<file path="config.mk">
export PLATFORM = sky130hd
export DESIGN_NAME = stark_fence_ctrl
export DESIGN_NICKNAME = d
export VERILOG_FILES = /design/src/rtl/stark_fence_ctrl.sv
export SDC_FILE = /design/constraint.sdc
export NUM_CORES = 1
export LEC_CHECK = 0
export ABC_AREA = 1
export CORE_AREA = 2 2 78 80
export DETAILED_ROUTE_END_ITERATION = 8
export DIE_AREA = 0 0 80 82
export GPL_TIMING_DRIVEN = 0
export PLACE_DENSITY_LB_ADDON = 0.05
export SLEW_MARGIN = 20
export SYNTH_ARGS = -nofsm -noshare
export SYNTH_HDL_FRONTEND = slang
export SYNTH_SLANG_ARGS = --single-unit
</file>
<file path="constraint.sdc">
create_clock -name clk -period 3.2 [get_ports clk]
set_clock_uncertainty 0.15 [all_clocks]
set_input_delay 0.48 -clock clk [delete_from_list [all_inputs] [get_ports clk]]
set_output_delay 0.48 -clock clk [all_outputs]
set_load 0.01 [all_outputs]
</file>
<file path="src/rtl/stark_fence_ctrl.sv">
// stark_fence_ctrl: execution side of FENCE. Tracks outstanding loads and
// stores, waits for the selected classes to drain, optionally flushes the
// store buffer, then pulses done with the fence's ROB tag.
//
// Ports:
//   clk, rst            clock, synchronous active-high reset
//   req_valid/ready     fence issue handshake; req_tag, req_mask latched
//                       req_mask[0]=order loads, [1]=order stores,
//                       [2]=drain store buffer
//   flush               kills an in-progress fence (no done issued)
//   ld_issue/ld_done    load dispatched / completed
//   st_issue/st_done    store dispatched / completed
//   sb_empty, sb_drain  store buffer empty / drain request
//   busy                fence in progress
//   done, done_tag      one-cycle completion pulse and its tag
//   cnt_err             sticky counter under/overflow
//   timeout             one-cycle timeout pulse
//
// Optional feature: define STARK_FENCE_TIMEOUT_EN to bound the wait in
// DRAIN/SBFL to TIMEOUT cycles; otherwise timeout is tied low.
module stark_fence_ctrl #(
    parameter int CNTW    = 6,
    parameter int TAGW    = 6,
    parameter int TIMEOUT = 4096
) (
    input  logic            clk,
    input  logic            rst,
    input  logic            req_valid,
    output logic            req_ready,
    input  logic [TAGW-1:0] req_tag,
    input  logic [2:0]      req_mask,
    input  logic            flush,
    input  logic            ld_issue,
    input  logic            ld_done,
    input  logic            st_issue,
    input  logic            st_done,
    input  logic            sb_empty,
    output logic            sb_drain,
    output logic            busy,
    output logic            done,
    output logic [TAGW-1:0] done_tag,
    output logic            cnt_err,
    output logic            timeout
);

    typedef enum logic [1:0] {
        S_IDLE  = 2'd0,
        S_DRAIN = 2'd1,
        S_SBFL  = 2'd2,
        S_DONE  = 2'd3
    } state_t;

    state_t state;
    state_t state_nxt;

    logic [CNTW-1:0] ld_cnt;
    logic [CNTW-1:0] st_cnt;
    logic [CNTW-1:0] ld_nxt;
    logic [CNTW-1:0] st_nxt;
    logic            ld_bad;
    logic            st_bad;

    logic [TAGW-1:0] tag_q;
    logic [2:0]      mask_q;

    logic drained;
    logic accept;
    logic to_hit;
    logic to_take;

    // Saturating up/down step. MSB of the result flags an attempted
    // under/overflow; the count itself holds in that case.
    function automatic logic [CNTW:0] cnt_step(
        input logic [CNTW-1:0] c,
        input logic            inc,
        input logic            dec
    );
        logic [CNTW:0] r;
        r = {1'b0, c};
        case ({inc, dec})
            2'b10: begin
                if (&c) r[CNTW] = 1'b1;
                else    r[CNTW-1:0] = c + 1'b1;
            end
            2'b01: begin
                if (c == '0) r[CNTW] = 1'b1;
                else         r[CNTW-1:0] = c - 1'b1;
            end
            default: ;
        endcase
        return r;
    endfunction

    assign {ld_bad, ld_nxt} = cnt_step(ld_cnt, ld_issue, ld_done);
    assign {st_bad, st_nxt} = cnt_step(st_cnt, st_issue, st_done);

    // Counters run every cycle, independent of the FSM and of flush.
    always_ff @(posedge clk) begin
        if (rst) begin
            ld_cnt  <= '0;
            st_cnt  <= '0;
            cnt_err <= 1'b0;
        end else begin
            ld_cnt  <= ld_nxt;
            st_cnt  <= st_nxt;
            cnt_err <= cnt_err | ld_bad | st_bad;
        end
    end

    // A request coincident with flush is dropped.
    assign accept = (state == S_IDLE) && req_valid && !flush;

    always_ff @(posedge clk) begin
        if (rst) begin
            tag_q  <= '0;
            mask_q <= '0;
        end else if (accept) begin
            tag_q  <= req_tag;
            mask_q <= req_mask;
        end
    end

    // Evaluated on registered counts, so a completion seen this cycle
    // only releases the fence one cycle later.
    assign drained = (!mask_q[0] || (ld_cnt == '0)) &&
                     (!mask_q[1] || (st_cnt == '0));

    // State register
    always_ff @(posedge clk) begin
        if (rst) state <= S_IDLE;
        else     state <= state_nxt;
    end

    // Next-state logic
    always_comb begin
        state_nxt = state;
        to_take   = 1'b0;
        case (state)
            S_IDLE: begin
                if (accept) state_nxt = S_DRAIN;
            end
            S_DRAIN: begin
                if (flush) begin
                    state_nxt = S_IDLE;
                end else if (drained) begin
                    state_nxt = mask_q[2] ? S_SBFL : S_DONE;
                end else if (to_hit) begin
                    state_nxt = S_DONE;
                    to_take   = 1'b1;
                end
            end
            S_SBFL: begin
                if (flush) begin
                    state_nxt = S_IDLE;
                end else if (sb_empty) begin
                    state_nxt = S_DONE;
                end else if (to_hit) begin
                    state_nxt = S_DONE;
                    to_take   = 1'b1;
                end
            end
            S_DONE: begin
                state_nxt = S_IDLE;
            end
            default: state_nxt = S_IDLE;
        endcase
    end

    // Output decode
    always_comb begin
        req_ready = 1'b0;
        busy      = 1'b0;
        sb_drain  = 1'b0;
        done      = 1'b0;
        done_tag  = '0;
        case (state)
            S_IDLE: begin
                req_ready = 1'b1;
            end
            S_DRAIN: begin
                busy = 1'b1;
            end
            S_SBFL: begin
                busy     = 1'b1;
                sb_drain = 1'b1;
            end
            S_DONE: begin
                busy     = 1'b1;
                done     = 1'b1;
                done_tag = tag_q;
            end
            default: ;
        endcase
    end

`ifdef STARK_FENCE_TIMEOUT_EN
    localparam int WCW = $clog2(TIMEOUT) + 1;

    logic [WCW-1:0] wait_cnt;
    logic           to_q;
    logic           waiting;

    assign waiting = (state == S_DRAIN) || (state == S_SBFL);

    // Held at zero outside DRAIN/SBFL, so it starts from zero on entry.
    always_ff @(posedge clk) begin
        if (rst) begin
            wait_cnt <= '0;
            to_q     <= 1'b0;
        end else begin
            to_q <= to_take;
            if (flush || !waiting) wait_cnt <= '0;
            else                   wait_cnt <= wait_cnt + 1'b1;
        end
    end

    assign to_hit  = waiting && (wait_cnt == WCW'(TIMEOUT - 1));
    assign timeout = to_q;
`else
    logic tmo_unused;

    assign to_hit     = 1'b0;
    assign timeout    = 1'b0;
    assign tmo_unused = to_take | (TIMEOUT > 0);
`endif

endmodule

</file>
==> results.md <==
- CTS tree: built
- Cell count of the worst hold path: 2
- Syn nets: 291
- M2 GR Usage: about a fifth
- Synth unique cells: 29
- Post-DP Area: 2040 sq um
- Antenna Violating Nets Remaining: 0
- Post-Synth XOR/XNOR Area: 2.03%
- Avg Inst Size Synth: 6.36 sq um
- I/O pins: 30
- Crit end category: flip-flop
- Total CTS buffers: 3
- Post-route setup TNS: 0 ns
- Clk root buf: clkbuf_8
- CTS sink count: 24
- Synth Area in Adders: 8.26%
- Placer Congestion: 0.712
- Worst-path clk slew: around 0.080 ns
- Slew Limit Fails: 0
- FF+latch count, synth: 24
- Number of synthesized flops with an enable pin: 0
- Endpoints failing hold: 0
- CTS Buffer Depth: 2
- VDD IR max: 147 uV
- WP data required: 3.24 ns
- DRC marker count from the first detailed-route iteration: 58
- Syn. warnings: 0
- Period utilization: between 70% and 80%
- Register area share after synthesis: 28.9%
- Synth cell count leaders: 62 x nand2_1, 47 x inv_1, 32 x nor2_1, 24 x dfxtp_1, 23 x nand3_1
- Final net count: 324
- Largest family of logic cells by synthesized area: simple AND/OR/NAND/NOR gates
- Met1 Resource Use GR: ~17%
- Post-synthesis mux area share: 0%
- Area Growth Syn to Fin: 25.8%
- N_diodes: 0
- Die Y-Extent: between 80 and 90 um
- Total GRT Usage: 11.9%
- Worst reg2reg endpoint: st_cnt[4]$_SDFFE_PP0P_
- Fillcell total: about 650
- Post-Synthesis Cells: 262
- Remaining DRCs: 0
- Placed insts: approximately 370
- Rows: 28
- Syn Std Cell Area: 1670 sq um
- Worst Hold Class: flip-flop to flip-flop
- Initial Utilization: 29.0%
- Cell Count, Final, Fillers Out: 369
- Number of global-route vias before repair: 1405
- Worst hold endpoint: tag_q[3]$_SDFFE_PP0P_
- Die ar.: 6560 sq um
- Cell taking the most area after synthesis: dfxtp_1
- RSZ-0062 raised after global routing: false
- DRT Wirelength: 3670 um
- Power Dens Cells: 340 nW/um^2
- Crit path DAT: between 2 and 2.5 ns
- Synth area leaders: dfxtp_1 29%, nand2_1 14%, inv_1 11%, ha_1 8.3%, nor2_1 7.2%
- M3 GR Usage: 1.32%
- Post-synth top area share: 28.9%
- Core area: 5750 sq um
- H-tree levels: 1
- HP Start: tag_q[3]$_SDFFE_PP0P_
- Largest net degree at the start of global routing: 14
- Total congestion overflow: 0
- Multi-input gate area: 988 sq um
- Fmax: approximately 0.42 GHz
- Post-layout min period: about 2.4 ns
- # hold bufs at CTS: 0
- Synth Area in Simple Gates: 35.8%
- PortBufs: 28
- Synth Area in Compound Gates: 13.1%
- Fin util: 36.5%
- Crit Path Class: primary input to flip-flop
- Reg2reg path depth: 10
- First-pass GRT wire length: 6310 um
- Startpoint Class: primary input
- Clk_lat worst skew: 0.26 ns
- Drt wl/cell: 9.95 um
- Hpwl dp: between 2000 and 3000 um
- Worst hold slack: just over 0.3 ns
- DR pass1 iterations: 4
- Max cap viols: 0
- Asr flop ratio synth: 0%
- Initial antenna violation count: 0
- FF+latch area: 480 sq um
- GR peak layer: met2
- Final setup vio count: 0
- Register-to-register setup slack: 1.54 ns
- Vias/cell: about 4.3
- Postcts setup bufs: 0
- CP max FO: 6
- DIE WIDTH: around 80 um
- Status: finished, final reports clean
- Post-CTS Resized: 0
- Reg2reg start: st_cnt[1]$_SDFFE_PP0P_
- Lkg Pwr: 0.984 nW
- Design area: 2090 sq um
- Most frequent cell after synthesis: nand2_1
- Most used DFF post-synth: dfxtp_1
- Share of post-route cells with drive strength above 1: between 6 and 7%
- Vias: 1603
[metal layers]
| layer | vias up | part of all wire [%] |
|---|---|---|
| met2 | 24 | 45 |
| met1 | 693 | 51 |
| met5 | - | 0 |
| li1 | 884 | - |
| met4 | 0 | 0.54 |
| met3 | 2 | 3.3 |
[flip-flops by register name (all words and copies together), names as in the netlist]
name     flops
ld_cnt       6
cnt_err      1
tag_q        6
mask_q       3
state        2
st_cnt       6
[final cells by class]
cell class | instances | share of cell area, %
flip-flops and latches | 24 | 22.9
well taps | 75 | 4.48
plain buffers | 4 | 0.956
multi-input cells | 187 | 47.2
clock buffers | 4 | 2.63
repair buffers | 28 | 13.4
inverters | 47 | 8.42
[placed cells by master, fill, tap and decap left out, drive strengths merged, types with 3 or more instances in the layout]
cell | Yosys | routed
nor2 | 35 | 35
nand2 | 62 | 62
o21ai | 13 | 13
clkbuf | 2 | 6
nand4 | 3 | 3
a21oi | 21 | 21
or2 | 5 | 5
dfxtp | 24 | 24
nand3 | 25 | 25
clkdlybuf4s50 | 0 | 28
ha | 11 | 11
inv | 47 | 47
[stage by stage]
step | total power [mW] | setup slack (ns)
2_1_floorplan | 0.455 | 1.24
3_3_place_gp | 0.519 | 0.551
3_5_place_dp | 0.516 | 0.540
4_1_cts | 0.723 | 0.832
5_1_grt | 0.763 | 0.627
6_report | 0.711 | 0.844
[power breakdown]
| group | internal (mW) | switching (mW) | total [mW] |
|---|---|---|---|
| registers | 0.318 | 0.0169 | 0.335 |
| logic | 0.0772 | 0.0947 | 0.172 |
| clock network | 0.110 | 0.0944 | 0.204 |
[worst max-delay path, stage by stage]
cell	delay [ns]
clkdlybuf4s50_1	0.49
inv_1	0.06
ha_1	0.28
inv_1	0.12
nand2_1	0.07
nand2_1	0.05
inv_1	0.04
ha_1	0.16
a21oi_1	0.18
nand3b_1	0.16
nand2_1	0.06
nand2_1	0.05
nand3_1	0.07
a21oi_1	0.12
[worst max-delay path by stage]
stage / from / to / slack (ns) / cells past startpoint
floorplan: ld_issue / ld_cnt[2]$_SDFFE_PP0P_ / 1.24 / 9
global placement: st_issue / st_cnt[4]$_SDFFE_PP0P_ / 0.55 / 14
detailed placement: st_issue / st_cnt[4]$_SDFFE_PP0P_ / 0.54 / 14
CTS: st_issue / st_cnt[4]$_SDFFE_PP0P_ / 0.83 / 14
global route: st_issue / st_cnt[4]$_SDFFE_PP0P_ / 0.63 / 14
finish: st_issue / st_cnt[4]$_SDFFE_PP0P_ / 0.84 / 14
[logic make-up (layout without fill, tap and decap cells)]
family / after synthesis / in the layout
AO/OA/AOI/OAI: 40 / 40
XOR/XNOR: 3 / 3
adder cells (fa/ha/maj): 11 / 11
buffers and inverters: 51 / 83
flip-flops: 24 / 24
other: 1 / 1
AND/OR/NAND/NOR: 132 / 132
Power figures use the tool's default switching activity.
